**src/rtl/parking_gate_ctrl.sv**
```systemverilog
// Parking entry barrier controller.
// Sequences the gate on request and tracks park occupancy.
module parking_gate_ctrl #(
  parameter int CAP        = 15,
  parameter int CW         = 4,
  parameter int OPEN_TICKS = 8,
  parameter int TW         = 4
) (
  input  logic          clk,
  input  logic          reset_n,
  input  logic          req_in,
  input  logic          ent,
  input  logic          ext,
  output logic          gate_open,
  output logic [CW-1:0] count,
  output logic          full,
  output logic          empty,
  output logic          deny,
  output logic          timeout,
  output logic          err
);

  typedef enum logic [1:0] {
    IDLE  = 2'd0,
    OPEN  = 2'd1,
    CLOSE = 2'd2
  } state_t;

  localparam logic [CW-1:0] CAPV  = CW'(CAP);
  localparam logic [TW-1:0] TLOAD = TW'(OPEN_TICKS - 1);

  state_t        state;
  state_t        state_nx;
  logic [TW-1:0] timer;
  logic [TW-1:0] timer_nx;
  logic [CW-1:0] count_nx;
  logic          deny_nx;
  logic          timeout_nx;
  logic          err_nx;
  logic          at_cap;
  logic          at_zero;
  logic          inc;
  logic          dec;

  assign at_cap  = (count == CAPV);
  assign at_zero = (count == '0);
  assign inc     = ent & ~ext;
  assign dec     = ~ent & ext;

  assign gate_open = (state == OPEN);
  assign full      = at_cap;
  assign empty     = at_zero;

  // Gate sequencing: open on request unless full, close on entry or expiry.
  always_comb begin
    state_nx   = state;
    timer_nx   = timer;
    deny_nx    = 1'b0;
    timeout_nx = 1'b0;
    unique case (state)
      IDLE: begin
        if (req_in) begin
          if (at_cap) begin
            deny_nx = 1'b1;
          end else begin
            state_nx = OPEN;
            timer_nx = TLOAD;
          end
        end
      end
      OPEN: begin
        if (ent) begin
          state_nx = CLOSE;
        end else if (timer == '0) begin
          state_nx   = CLOSE;
          timeout_nx = 1'b1;
        end else begin
          timer_nx = timer - TW'(1);
        end
      end
      CLOSE: begin
        state_nx = IDLE;
      end
      default: begin
        state_nx = IDLE;
      end
    endcase
  end

  // Occupancy: saturating count, anomaly on bound hit or entry while shut.
  always_comb begin
    count_nx = count;
    err_nx   = 1'b0;
    unique case (1'b1)
      inc: begin
        if (at_cap) err_nx = 1'b1;
        else        count_nx = count + CW'(1);
      end
      dec: begin
        if (at_zero) err_nx = 1'b1;
        else         count_nx = count - CW'(1);
      end
      default: begin
        count_nx = count;
      end
    endcase
    if (ent && state != OPEN) err_nx = 1'b1;
  end

  // State, timer, occupancy and pulse registers.
  always_ff @(posedge clk or negedge reset_n) begin
    if (!reset_n) begin
      state   <= IDLE;
      timer   <= '0;
      count   <= '0;
      deny    <= 1'b0;
      timeout <= 1'b0;
      err     <= 1'b0;
    end else begin
      state   <= state_nx;
      timer   <= timer_nx;
      count   <= count_nx;
      deny    <= deny_nx;
      timeout <= timeout_nx;
      err     <= err_nx;
    end
  end

endmodule

```
**config.mk**
```make
export PLATFORM = sky130hd
export DESIGN_NAME = parking_gate_ctrl
export DESIGN_NICKNAME = d
export VERILOG_FILES = /design/src/rtl/parking_gate_ctrl.sv
export SDC_FILE = /design/constraint.sdc
export NUM_CORES = 1
export LEC_CHECK = 0
export CORE_MARGIN = 2
export CORE_UTILIZATION = 49
export CTS_CLUSTER_DIAMETER = 50
export DETAILED_ROUTE_END_ITERATION = 10
export PLACE_DENSITY_LB_ADDON = 0.2
export SETUP_SLACK_MARGIN = 0.4
export SKIP_LAST_GASP = 1
export SYNTH_ARGS = -nofsm -noshare
export SYNTH_HDL_FRONTEND = slang
export SYNTH_SLANG_ARGS = --single-unit
```
**constraint.sdc**
```tcl
create_clock -name clk -period 2.1 [get_ports clk]
set_clock_uncertainty 0.05 [all_clocks]
set_input_delay 0.21 -clock clk [delete_from_list [all_inputs] [get_ports clk]]
set_output_delay 0.21 -clock clk [all_outputs]
set_load 0.01 [all_outputs]
```
==> results by group <==
STA
  • Final worst-path cycle share: 80.0%
  • Hold Fails Final Rpt: 0
  • Slew headroom: 60.2%
  • Unrepaired setup endpoints after global routing: yes
  • Setup TNS: 0 ns
  • Peak Freq: 595 MHz
  • Post-route setup slack: 0.420 ns
  • Worst slew pin tran: 0.595 ns
  • Hold slack: 0.234 ns
  • Final Slew Violations: 0
  • Endpoints failing setup: 0
  • Min Tclk post-route: 1.68 ns

Clock network
  • TritonCTS Buffers: 3
  • Post-CTS Hold Fix Bufs: 0
  • CTS clk-pin slew, worst paths: 0.09 ns
  • CTS tree: built
  • Root buffer cell: clkbuf_4
  • H-tree depth: 1
  • Clock Path Buffers: 2
  • Clk sinks: 13
  • Clk Latency, worst-skew pair: 0.29 ns

GRT
  • GRT overflow: 0
  • Largest net degree at the start of global routing: 14
  • Antenna violations before repair: 0
  • Gr usage total: 20.2%
  • Global-route wire length before repair: 2640 um
  • Vias in the first global route: 546

Worst setup path
  • Setup CP Type: reg -> out
  • Critical Path RT: 1.84 ns
  • Startpoint Class: flip-flop
  • Crit-path max FO: 3
  • Setup crit end kind: primary output
  • Worst EP arrival: 1.42 ns

Synthesis
  • Syn avg cell area: 11.2 um2
  • Top cell type by total area after synthesis: dfrtp_1
  • Top cells by area, synth: dfrtp_1, ha_1, xnor2_1
  • Mapped Cells: 67
  • Synthesized Nets: 77
  • Synthesized cell area: 751 um2
  • Netlist cell types: 34
  • Flops & latches, synth: 13
  • Register area share after synthesis: 43.3%
  • Synth top area share: 43.3%
  • Synthesis Warnings: 0

Placement
  • GP Congestion: 0.820
  • Area after DPL: 918 um2
  • Post-Place Worst Slack: 0.0421 ns
  • Placed cells: 99
  • PortBufs: 14
  • Hpwl dp: 1000 um

Drt
  • Drt initial violations: 3
  • Total Routed Length: 1630 um
  • Wire per inst: 15.0 um
  • DRC: 0
  • 1st-pass router iterations: 4
  • Antenna Nets Post-Route: 0
  • DR vias: 595
  • Vias/cell: 5.46

Floorplan
  • FP Rows: 14
  • # IOs: 15
  • Core ar.: 1470 um2
  • Die area: 1860 um2
  • Initial Util: 51.0%
  • Die W: 43.1 um
  • Die height: 43.1 um

Cells and area
  • Number of diodes: 0
  • Layout cells sized above 1: 36.6%
  • Non-filler cells in the finished layout: 109
  • Finished Cell Area: 1050 um2
  • Area grow syn2layout: 39.8%
  • Net count, final: 104
  • Fin util: 71.3%
  • Fill count: 114

Outcome
  • Outcome: complete, no violations

Job
  • Max-Cap Viols: 0

Worst hold path
  • HP Class: in -> reg

Pwr
  • Design Power: 1.32 mW
  • Power per cell area: 1260 nW/um2
  • Leakage: 0.481 nW
  • Peak VDD IR: 0.880 mV
## report_power, final
group          switching [mW]  internal [mW]
Clock                  0.0926         0.0739
Sequential             0.0624          0.342
Combinational           0.356          0.393
Total                   0.511          0.809
## registers in the layout (all words and copies together) (netlist names)
name	cells
count	4
deny	1
err	1
state	2
timeout	1
timer	4
## routing by layer
layer  wire length, um  global-route usage [%]  part of all wire, %  up-vias
met2               711                    29.0                   44       16
li1                  -                       -                    -      291
met4                44                    12.7                  2.7        0
met5                 0                       0                    0        -
met1               808                    27.7                   50      283
met3                66                    3.83                  4.0        5
## layout make-up
type | count | area [um2] | share of cell area (%)
Tap cell | 16 | 20.0 | 1.91
Multi-Input combinational cell | 46 | 427 | 40.6
Clock buffer | 4 | 26.3 | 2.50
Timing Repair Buffer | 24 | 225 | 21.5
Sequential cell | 13 | 329 | 31.3
Inverter | 6 | 22.5 | 2.15
## cell families (layout without fill, tap and decap cells)
group | Yosys count | in the layout | share of synthesized area (%)
fa+ha+maj | 5 | 5 | 8.33
buf+inv | 8 | 34 | 6.00
flops | 13 | 13 | 43.3
mux | 2 | 2 | 3.33
compound gates | 12 | 12 | 13.5
simple gates | 20 | 20 | 17.3
xor+xnor | 7 | 7 | 8.17
## placed cells by master, fill, tap and decap left out, types with 2 or more instances in the layout
master           netlist  routed
dfrtp_2                0       3
dfrtp_1               13      10
buf_4                  0       9
nor4_1                 2       2
xnor2_1                6       6
ha_1                   5       3
o21ai_0                3       3
inv_2                  1       3
inv_1                  5       3
clkbuf_4               0       3
clkdlybuf4s50_1        0       9
dlymetal6s2s_1         0       3
ha_2                   0       2
nor2_1                 5       5
or3b_4                 1       2
## synth_stat cells (all sizes together)
cell / count
a21oi: 2
a22oi: 1
a31oi: 1
and3b: 1
buf: 2
dfrtp: 13
ha: 5
inv: 6
mux2: 1
mux2i: 1
nand2: 1
nand2b: 1
nand3b: 1
nand4: 1
nor2: 5
nor2b: 1
nor3: 1
nor3b: 1
nor4: 3
o211ai: 1
o21ai: 4
o221ai: 1
o22ai: 1
o32ai: 1
or2b: 1
or3: 1
or3b: 2
xnor2: 6
xor2: 1
## critical path: stages, from the launching register on
cell and delay [ns]:
dfrtp_1 0.41, buf_4 0.15, nor4_4 0.29, clkdlybuf4s15_1 0.27
## final timing paths
| path | from | end | slack (ns) | depth (start not counted) |
|---|---|---|---|---|
| setup / recovery | count[3] | empty | 0.42 | 3 |
| hold / removal | ent | timeout | 0.23 | 3 |
| setup reg to reg | count[1] | count[2] | 0.46 | 7 |
| hold reg to reg | timer[3] | timeout | 0.46 | 1 |
| max in group asynchronous | reset_n | count[1] | 1.34 | 1 |
| min in group asynchronous | reset_n | deny | 0.24 | 1 |
## timing repair
| item | 4_1_cts | 5_1_grt |
|---|---|---|
| pin swaps | 0 | 6 |
| setup buffers | 6 | 0 |
| setup endpoints to repair | 4 | 9 |
| gates resized for setup | 9 | 12 |
(Power assumes the default switching activity.)
